==> config.mk <==
export PLATFORM = sky130hd
export DESIGN_NAME = prac_serial_tx
export DESIGN_NICKNAME = d
export VERILOG_FILES = /design/src/rtl/prac_serial_pkg.sv /design/src/rtl/prac_bit_counter.sv /design/src/rtl/prac_serial_tx.sv
export SDC_FILE = /design/constraint.sdc
export NUM_CORES = 1
export LEC_CHECK = 0
export CAP_MARGIN = 10
export CELL_PAD_IN_SITES_DETAIL_PLACEMENT = 1
export CELL_PAD_IN_SITES_GLOBAL_PLACEMENT = 1
export CORE_MARGIN = 2
export CORE_UTILIZATION = 41
export DETAILED_ROUTE_END_ITERATION = 7
export DONT_BUFFER_PORTS = 1
export GPL_ROUTABILITY_DRIVEN = 1
export HOLD_SLACK_MARGIN = 0.02
export PLACE_DENSITY_LB_ADDON = 0.25
export SKIP_CTS_REPAIR_TIMING = 1
export SYNTH_ARGS = -nofsm -noshare
export SYNTH_HDL_FRONTEND = slang
export SYNTH_HIERARCHICAL = 1
export SYNTH_SLANG_ARGS = --single-unit
==> constraint.sdc <==
create_clock -name clk_i -period 1.29 [get_ports clk_i]
set_input_delay 0.0645 -clock clk_i [delete_from_list [all_inputs] [get_ports clk_i]]
set_output_delay 0.0645 -clock clk_i [all_outputs]
set_load 0.02 [all_outputs]
==> src/rtl/prac_serial_pkg.sv <==
// rtl/prac_serial_pkg.sv - shared state encoding and counter sizing for the serial transmitter
package prac_serial_pkg;

  localparam logic [1:0] ST_IDLE  = 2'd0;
  localparam logic [1:0] ST_SHIFT = 2'd1;
  localparam logic [1:0] ST_GAP   = 2'd2;

  // Wide enough to hold a frame index up to n+1 without wrapping.
  function automatic int cnt_w(input int n);
    return $clog2(n + 2);
  endfunction

endpackage

==> src/rtl/prac_bit_counter.sv <==
// rtl/prac_bit_counter.sv - clearable up-counter with a fixed terminal-count compare
module prac_bit_counter
  import prac_serial_pkg::*;
#(
  parameter int           W    = 4,
  parameter logic [W-1:0] TERM = '0
) (
  input  logic clk_i,
  input  logic rst_i,
  input  logic clr_i,
  input  logic en_i,
  output logic tc_o
);

  logic [W-1:0] cnt_q, cnt_d;

  always_comb begin
    cnt_d = cnt_q;
    if (clr_i) begin
      cnt_d = '0;
    end else if (en_i) begin
      cnt_d = cnt_q + W'(1);
    end
  end

  always_ff @(posedge clk_i) begin
    if (rst_i) begin
      cnt_q <= '0;
    end else begin
      cnt_q <= cnt_d;
    end
  end

  assign tc_o = (cnt_q == TERM);

endmodule

==> src/rtl/prac_serial_tx.sv <==
// rtl/prac_serial_tx.sv - MSB-first serial frame transmitter with optional even parity and idle gap
module prac_serial_tx
  import prac_serial_pkg::*;
#(
  parameter int WIDTH      = 8,
  parameter int PARITY_EN  = 0,
  parameter int GAP_CYCLES = 2
) (
  input  logic             clk_i,
  input  logic             rst_i,
  input  logic             start_i,
  input  logic [WIDTH-1:0] data_i,
  output logic             ready_o,
  output logic             busy_o,
  output logic             x_o,
  output logic             valid_o,
  output logic             last_o
);

  localparam int N  = WIDTH + PARITY_EN;
  localparam int BW = cnt_w(WIDTH);
  localparam int GW = cnt_w((GAP_CYCLES > WIDTH) ? GAP_CYCLES : WIDTH);
  localparam logic [BW-1:0] BIT_TERM = BW'(N - 1);
  localparam logic [GW-1:0] GAP_TERM = GW'((GAP_CYCLES > 0) ? GAP_CYCLES - 1 : 0);

  logic [1:0]   state_q, state_d;
  logic [N-1:0] shreg_q, shreg_d;
  logic [N-1:0] load_word;
  logic         accept;
  logic         bit_tc;
  logic         gap_tc;

  // Parity rides in the LSB so it falls out of the same MSB-first shift.
  if (PARITY_EN != 0) begin : g_par
    assign load_word = {data_i, ^data_i};
  end else begin : g_nopar
    assign load_word = data_i;
  end

  assign accept = (state_q == ST_IDLE) && start_i;

  always_comb begin
    state_d = state_q;
    shreg_d = shreg_q;
    case (state_q)
      ST_IDLE: begin
        if (start_i) begin
          state_d = ST_SHIFT;
          shreg_d = load_word;
        end
      end
      ST_SHIFT: begin
        shreg_d = shreg_q << 1;
        if (bit_tc) begin
          state_d = (GAP_CYCLES > 0) ? ST_GAP : ST_IDLE;
        end
      end
      ST_GAP: begin
        if (gap_tc) begin
          state_d = ST_IDLE;
        end
      end
      default: state_d = ST_IDLE;
    endcase
  end

  always_ff @(posedge clk_i) begin
    if (rst_i) begin
      state_q <= ST_IDLE;
      shreg_q <= '0;
    end else begin
      state_q <= state_d;
      shreg_q <= shreg_d;
    end
  end

  prac_bit_counter #(.W(BW), .TERM(BIT_TERM)) u_bit_cnt (
    .clk_i (clk_i),
    .rst_i (rst_i),
    .clr_i (accept),
    .en_i  (state_q == ST_SHIFT),
    .tc_o  (bit_tc)
  );

  prac_bit_counter #(.W(GW), .TERM(GAP_TERM)) u_gap_cnt (
    .clk_i (clk_i),
    .rst_i (rst_i),
    .clr_i (state_q == ST_SHIFT),
    .en_i  (state_q == ST_GAP),
    .tc_o  (gap_tc)
  );

  // Outputs decode flop state only; start/data never reach them combinationally.
  assign ready_o = (state_q == ST_IDLE);
  assign busy_o  = ~ready_o;
  assign valid_o = (state_q == ST_SHIFT);
  assign x_o     = valid_o & shreg_q[N-1];
  assign last_o  = valid_o & bit_tc;

endmodule

==> results of run 1 <==
==> power by group <==
part,internal [mW],switching [mW],total [mW]
Combinational,0.0835,0.0902,0.174
Clock,0.172,0.182,0.354
Sequential,0.582,0.0184,0.600
Total,0.838,0.291,1.13
==> placed cells by master (no fill, tap or decap), types with 4 or more instances in the layout <==
cell type / instances
inv_1: 4
dfxtp_1: 15
mux2i_1: 9
nor2_1: 9
dlygate4sd3_1: 5
buf_4: 10
nor2_2: 4
a211oi_1: 5
==> how the worst min path moves through the flow <==
stage | cells past startpoint | endpoint
after CTS | 1 | shreg_q[7]
after detailed placement | 1 | shreg_q[7]
after floorplan | 2 | u_bit_cnt/cnt_q[2]
after global routing | 2 | shreg_q[6]
final | 2 | shreg_q[2]
after global placement | 1 | shreg_q[7]
==> worst max-delay path: stages (launching register included) <==
cell and delay (ps):
dfxtp_4 390, ha_4 150, nand2_4 60, nor2_4 140, and2_4 190
==> cells in the mapped netlist <==
cell type and n:
a21bo_2 2, o21ba_4 1, and2_1 3, nor2b_1 1
ha_1 3, nor2_1 11, a32oi_1 1, mux2_1 2
buf_6 1, nand2_1 2, inv_1 4, a21oi_1 3
mux2i_1 9, buf_1 1, buf_8 1, xnor2_1 2
dfxtp_1 18, and2b_1 1, nor3b_1 3, nand3b_1 2
nor2_2 4, or2_1 1, or2_2 1, nor3_1 3
nand4_1 2, a211oi_1 5, a22oi_1 1, a211oi_2 3
==> sequential cells by signal, summed over array words and instances (netlist names) <==
register,count
shreg_q,8
u_bit_cnt/cnt_q,4
u_gap_cnt/cnt_q,4
state_q,2
==> metrics by stage <==
step / power (mW) / TNS, ps / hold slack, ps / area (µm²)
floorplan: 0.7326 / 0 / 248.0 / 908.4
detailed placement: 0.7593 / 0 / 134.2 / 972.2
finish: 1.128 / -8.644 / 20.35 / 1120
global placement: 0.7515 / 0 / 132.8 / 972.2
CTS: 1.115 / -272.7 / -199.8 / 1008
global route: 1.185 / -43.90 / 31.13 / 1120
==> metal layers <==
layer | share of wire (%) | GRT usage [%] | vias up
met2 | 52 | 31.58 | 15
li1 | - | - | 354
met4 | 1.5 | 6.757 | 0
met1 | 43 | 20.22 | 337
met3 | 3.8 | 4.678 | 4
met5 | 0 | 0 | -
==> kinds of logic (layout without fill, tap and decap cells) <==
group | count (synthesis) | in the layout
simple gates | 34 | 34
xor+xnor | 2 | 2
mux | 11 | 11
compound gates | 16 | 16
buf+inv | 7 | 23
flops | 18 | 18
fa+ha+maj | 3 | 3
==> layout make-up <==
| type | count | area, µm² |
|---|---|---|
| fill | 226 | 902.1 |
| timing repair buffer | 15 | 125.1 |
| inverter | 4 | 15.01 |
| multi-input combinational | 66 | 543.0 |
| tap | 27 | 33.78 |
| clock buffer | 4 | 36.28 |
| sequential | 18 | 366.6 |
==> metrics.md, run 1 <==
| Metric | Value |
|---|---|
| Clk_lat worst skew | 300 ps |
| Setup crit start kind | register |
| First-pass GRT wire length | 3339 µm |
| Post-synthesis mux area share | approximately an eighth |
| Seq/Total Area, Yosys | 40.06% |
| Skew final | roughly 4.7 ps |
| Crit path launch | u_bit_cnt/cnt_q[1] |
| Slew margin rel. | 63.13% |
| Fin. max-slew vios | 0 |
| Final core occ | 55.38% |
| CP endpoint kind | primary output |
| Final WS setup | -8.644 ps |
| Fraction of layout cells with a size suffix above 1 | 34.58% |
| Total gr overflow | 0 |
| Clk buf depth | 2 |
| Yosys top cell by area | dfxtp_1 |
| Compound-Gate Fraction of Synth Area | 15.86% |
| Status | finished with violations |
| Initial antenna violation count | 0 |
| CTS Root Cell | clkbuf_4 |
| Tmin final | 1299 ps |
| Synth top area share | 40.06% |
| RSZ-0062 raised after global routing | true |
| Ports | 16 |
| R2R depth | 5 |
| Vias in the first global route | 754 |
| Fmax | between 700 and 800 MHz |
| Initial drt markers | 2 |
| Post-Syn Area per Cell | 9.886 µm² |
| Static Leakage | 0.4470 nW |
| Syn_nets | 105 |
| Via count | 710 |
| Reg2reg end | state_q[1] |
| Synth area leaders | dfxtp_1, mux2i_1, nor2_1 |
| VDD IR max | 0.0007166 V |
| Area Overhead vs Synth | 24.48% |
| Die ar. | 0.002585 mm² |
| Die Wd | 50.84 µm |
| Total track usage | 17.75% |
| Hold Crit Class | in -> reg |
| H-tree Lvls | 1 |
| Post-Syn Instances | 91 |
| Final net count | 122 |
| CTS tree | done |
| Post-synthesis register bit count | 18 |
| Num CTS Buffers | 3 |
| Final Hold Vio Count | 0 |
| Initial Util | between 40% and 50% |
| Clk pin slew, worst setup/hold paths | between 100 and 150 ps |
| Ant diodes | 0 |
| Failing checks | negative setup slack |
| Die height | 50.84 µm |
| Pwr/cell area | just over 1000 mW/mm² |
| DR WL/cell | 15.36 µm |
| Dpl cells | 123 |
| Number of vias per cell | 5.299 |
| Placer Congestion | between 0.6 and 0.7 |
| DR DRC count | 0 |
| Fin crit share | 100.7% |
| Final Routed Wirelength | 2058 µm |
| Setup CP Type | reg -> out |
| Synth Cell Area | 899.6 µm² |
| Unique masters post-synth | 28 |
| CTS sink count | 18 |
| R2R setup slack | 70 ps |
| Worst Path Required | 1230 ps |
| Synthesis Warnings | 6 |
| Critical R2R Launch | u_gap_cnt/cnt_q[0] |
| Largest net degree at the start of global routing | 17 |
| Final ANT Viol Nets | 0 |
| Setup WS pre-CTS | roughly 31 ps |
| Synth Area in XOR/XNOR | 1.947% |
| Slew @ Worst Pin | 551.2 ps |
| Synth Area in Adders | 4.172% |
| Max cap viols | 0 |
| Worst Path Max Fanout | 3 |
| Post-Synth Simple-Gate Area | between 20% and 30% |
| Crit path to | last_o |
| Drt first pass iters | 2 |
| Largest family of logic cells by synthesized area | simple AND/OR/NAND/NOR gates |
| Fin cells | between 100 and 150 |
| Core area | 0.002022 mm² |
| Critical Path AT | 1230 ps |
| Row cnt | 16 |
| Final number of setup-violating endpoints | 1 |
| # port buffers | 0 |
| DP HPWL | 1429 µm |
| Hold path startpoint | data_i[2] |
No activity file was read; power rests on OpenSTA's default activity.
==> run 2: changes to the inputs <==
CAP_MARGIN = 0   (was 10)
SKIP_LAST_GASP = 1   (was not set)
==> run 2 against run 1 <==
The flow now finishes without violations; via count shrank 0.28%; sequential power is essentially flat; global-route usage is the same; worst hold slack gained 2.0 ps; combinational power is essentially flat; routed wire length shrank 0.24%; non-clock buffer count is the same; worst setup slack gained 8.8 ps; critical endpoint unchanged.
==> metrics.md, run 2 (synthesis gave the netlist of run 1 again) <==
| Metric | Value |
|---|---|
| Status | finished clean |
| Dpl cells | ~120 |
| Via count | 708 |
| Slew @ Worst Pin | 563.2 ps |
| Pwr/cell area | 1007 mW/mm² |
| Slew margin rel. | 62.33% |
| Setup CP Type | reg -> out |
| Max cap viols | 0 |
| Initial drt markers | 0 |
| H-tree Lvls | 1 |
| Fin cells | 134 |
| Skew final | 1.647 ps |
| Fin crit share | ~100% |
| Static Leakage | roughly 0.43 nW |
| Max FFs per register | 8 |
| DR DRC count | 0 |
| Initial Util | 44.49% |
| Power Total | 1.123 mW |
| Num CTS Buffers | 3 |
| Multi-input gate area | between 500 and 600 µm² |
| Post-route cell area | 0.001115 mm² |
| Commonest non-fill, non-tap cell in the layout | dfxtp_1 |
| CTS sink count | 18 |
| Most frequent cells in the layout | dfxtp_1, buf_4, nor2_1, mux2i_1 |
| Initial antenna violation count | 0 |
| Worst Path Max Fanout | 3 |
| CP endpoint kind | primary output |
| Fin. max-slew vios | 0 |
| Final ANT Viol Nets | 0 |
| Row cnt | 16 |
| CTS tree | done |
| Biggest registers after layout | shreg_q x8, u_bit_cnt/cnt_q x4, u_gap_cnt/cnt_q x4 |
| Die height | 50.84 µm |
| Hold Crit Class | in -> reg |
| Worst Path Required | 1230 ps |
| Final net count | 122 |
| Critical Path AT | 1230 ps |
| Clk buf depth | 2 |
| Fmax | between 700 and 800 MHz |
| Setup WS pre-CTS | 31.26 ps |
| R2R setup slack | 80 ps |
| Area Overhead vs Synth | 23.92% |
| Ports | 16 |
| Tmin final | 1290 ps |
| Placed inst area | 972.2 µm² |
| Die Wd | approximately 50 µm |
| Clk pin slew, worst setup/hold paths | 100 ps |
| DR WL/cell | ~15 µm |
| CTS Root Cell | clkbuf_4 |
| Largest Register | shreg_q |
| Final Routed Wirelength | around 2100 µm |
| Total gr overflow | 0 |
| Final core occ | 55.14% |
| Ant diodes | 0 |
| Final number of setup-violating endpoints | 0 |
| Final Hold Vio Count | 0 |
| # port buffers | 0 |
| Total track usage | 17.75% |
| Placer Congestion | 0.6565 |
| RSZ-0062 raised after global routing | true |
| VDD IR max | 0.0007065 V |
| Number of vias per cell | between 5 and 6 |
| Die ar. | 0.002585 mm² |
| Hold Worst Slack | 22.34 ps |
| Largest net degree at the start of global routing | 17 |
| Fraction of layout cells with a size suffix above 1 | 34.58% |
| Sequential cell area | 366.6 µm² |
| DP HPWL | 1429 µm |
| Clk_lat worst skew | 290 ps |
| Core area | 0.002022 mm² |
| First-pass GRT wire length | 3339 µm |
| Fill cells | 228 |
| Drt first pass iters | 1 |
| TNS Setup | 0 ps |
| Setup crit start kind | register |
| Final WS setup | 0.1947 ps |
| Vias in the first global route | between 700 and 800 |
==> run 2: area by class of cell <==
cell class,count,area share (%)
clock buffer,4,3.255
inverter,4,1.347
multi-input combinational,66,48.26
sequential,18,32.88
tap,27,3.030
timing repair buffer,15,11.22
==> run 2: worst paths after layout <==
path	from	to	cells after the start
hold reg to reg	shreg_q[0]	shreg_q[0]	2
setup / recovery	u_bit_cnt/cnt_q[1]	last_o	4
hold / removal	data_i[1]	shreg_q[1]	2
setup reg to reg	u_gap_cnt/cnt_q[0]	state_q[1]	5
==> run 2: layer usage <==
| metal | global-route usage, % | wire length (µm) |
|---|---|---|
| met1 | 20.22 | 886 |
| met2 | 31.58 | 1061 |
| met3 | 4.678 | 78 |
| met4 | 6.757 | 26 |
| met5 | 0 | 0 |
==> run 2: critical path, cell delays in order, from the launching register on <==
cell and delay, ps:
dfxtp_4 380, ha_4 140, nand2_2 70, nor2_4 150, and2_4 190
==> run 2: power by group <==
part | switching, mW | internal (mW) | leakage, nW
Sequential | 0.0182 | 0.582 | 0.149
Clock | 0.177 | 0.172 | 0.0210
Combinational | 0.0903 | 0.0835 | 0.262
Total | 0.285 | 0.838 | 0.431
==> run 3: changes to the inputs <==
CORE_UTILIZATION = 49   (was 41)
SLEW_MARGIN = 20   (was not set)
clock period = 1.6 ns   (was 1.29 ns; I/O delays follow)
==> run 3 against run 2 <==
Sequential power is 19% lower; worst hold slack got worse by 11 ps; non-clock buffer count is 10 lower; critical path depth is 1 lower; utilization up 1.7 points; cell count down 9.0%; clock skew increased by 0.84 ps; sequential cell count is the same; via count fell by 6.2%; clock-buffer cell count stayed put; cell area down 12%; register-to-register slack better by 160 ps; critical endpoint is now x_o; largest power group unchanged.
==> metrics.md, run 3 (synthesis gave the netlist of run 1 again) <==
| Metric | Value |
|---|---|
| Multi-input gate area | 495.5 µm² |
| Fill cells | 208 |
| Commonest non-fill, non-tap cell in the layout | dfxtp_1 |
| R2R depth | 4 |
| DP HPWL | 1235 µm |
| DR WL/cell | roughly 14 µm |
| Total track usage | 17.10% |
| Crit path largest cell delay | 360 ps |
| # port buffers | 0 |
| Clk_lat worst skew | slightly below 300 ps |
| Total stage count of the critical path | 3 |
| Largest net degree at the start of global routing | 17 |
| Final net count | 112 |
| Most frequent cells in the layout | dfxtp_1, nor2_1, mux2i_1 |
| Biggest registers after layout | shreg_q x8, u_bit_cnt/cnt_q x4, u_gap_cnt/cnt_q x4 |
| Final Hold Vio Count | 0 |
| Crit path to | x_o |
| Slew @ Worst Pin | roughly 520 ps |
| Int Power | 0.6569 mW |
| Slowest stage cell, crit path | dfxtp_2 |
| Initial antenna violation count | 0 |
| Sw Ratio | 24.89% |
| Ant diodes | 0 |
| Hold Worst Slack | 10.86 ps |
| Die Wd | 46.85 µm |
| Sequential cell area | approximately 360 µm² |
| Worst Path Required | 1520 ps |
| Crit path cell chain | and2b_2 -> buf_4 -> and2_1 |
| CP endpoint kind | primary output |
| Slew margin rel. | between 60% and 70% |
| Clk pwr share | 31.8% |
| CP delay by family, top | simple AND/OR/NAND/NOR gates |
| Skew final | roughly 2.5 ps |
| Crit path buf inv count | 1 |
| Ports | 16 |
| Initial drt markers | 4 |
| Area Overhead vs Synth | 9.179% |
| Num CTS Buffers | 3 |
| Critical R2R Launch | state_q[1] |
| Vias in the first global route | between 500 and 600 |
| CTS Root Cell | clkbuf_4 |
| CTS sink count | 18 |
| Final ANT Viol Nets | 0 |
| Hold Crit Class | in -> reg |
| VDD IR max | 0.0005145 V |
| Worst Path Max Fanout | 7 |
| Post-route cell area | 982.2 µm² |
| Psw | 0.2177 mW |
| Max FFs per register | 8 |
| Initial Util | a little over half |
| R2R setup slack | 240 ps |
| Placed inst area | 923.4 µm² |
| Final number of setup-violating endpoints | 0 |
| Number of vias per cell | 5.443 |
| Sequential share of power | 55.3% |
| Row cnt | 15 |
| Fin crit share | 93.72% |
| Status | finished clean |
| Pwr/cell area | 890.5 mW/mm² |
| Dpl cells | 116 |
| H-tree Lvls | 1 |
| Fin. max-slew vios | 0 |
| Critical Path AT | 1420 ps |
| Setup CP Type | reg -> out |
| Logic pwr share | 12.8% |
| Static Leakage | about 0.38 nW |
| Die ar. | 0.002194 mm² |
| Tmin final | 1500 ps |
| Total gr overflow | 0 |
| Final Routed Wirelength | 1697 µm |
| RSZ-0062 raised after global routing | false |
| Drt first pass iters | 4 |
| Core area | approximately 0.0017 mm² |
| CTS tree | done |
| Max cap viols | 0 |
| Fmax | 666.9 MHz |
| First-pass GRT wire length | 2553 µm |
| Fin cells | roughly 120 |
| Fraction of layout cells with a size suffix above 1 | 20.62% |
| Setup crit start kind | register |
| Crit path launch | state_q[1] |
| Via count | 664 |
| DR DRC count | 0 |
| Clk buf depth | 2 |
| Die height | 46.85 µm |
| Clk pin slew, worst setup/hold paths | approximately 100 ps |
| Placer Congestion | approximately 0.65 |
| Reg2reg end | u_bit_cnt/cnt_q[3] |
| Largest Register | shreg_q |
run 3: changes by cell type in the layout (fill, tap and decap cells not counted), sizes merged:
cell         before  now
buf              10    3
dlygate4sd3       5    2
run 3: area by class of cell:
cell class | count | area share, %
multi-input cells | 66 | 50.45
flip-flops and latches | 18 | 36.82
repair buffers | 5 | 4.331
clock buffers | 4 | 3.694
well taps | 25 | 3.185
inverters | 4 | 1.529
run 3: worst reg2reg max path: cells and delay by family (launching register included):
| kind | cells | cell delay (ps) |
|---|---|---|
| simple gates | 3 | 600 |
| flops | 1 | 360 |
| mux | 1 | 300 |
run 3: per-stage QoR:
step                worst slack [ps]  total power, mW  utilization, %  TNS [ps]
global route                   8.348           0.9211           56.88         0
global placement               297.3           0.5932           53.48         0
finish                         100.5           0.8746           56.88         0
detailed placement             237.6           0.5988           53.48         0
CTS                           -30.85           0.8790           55.58    -52.49
floorplan                      205.3           0.5888               -         0
run 3: worst min-delay path by stage:
stage                     cells after the start  slack [ps]                 end      start
after floorplan                               2         260  u_bit_cnt/cnt_q[2]      rst_i
after global placement                        1         150          shreg_q[6]      rst_i
after detailed placement                      1         150          shreg_q[5]      rst_i
after CTS                                     1        -170          shreg_q[5]      rst_i
after global routing                          2          20          shreg_q[3]  data_i[3]
final                                         2          10          shreg_q[0]  data_i[0]
run 3: per-layer routing:
metal	GRT usage, %	part of all wire (%)
met2	29.59	52
met4	10.00	1.2
met1	19.34	43
met3	3.462	3.9
met5	0	0
run 3: power by group through the flow:
stage / registers (mW) / clock network (mW) / logic, mW
detailed placement: 0.495 / 0 / 0.104
finish: 0.484 / 0.278 / 0.112
floorplan: 0.491 / 0 / 0.0977
global placement: 0.493 / 0 / 0.100
CTS: 0.484 / 0.290 / 0.105
global route: 0.486 / 0.309 / 0.126
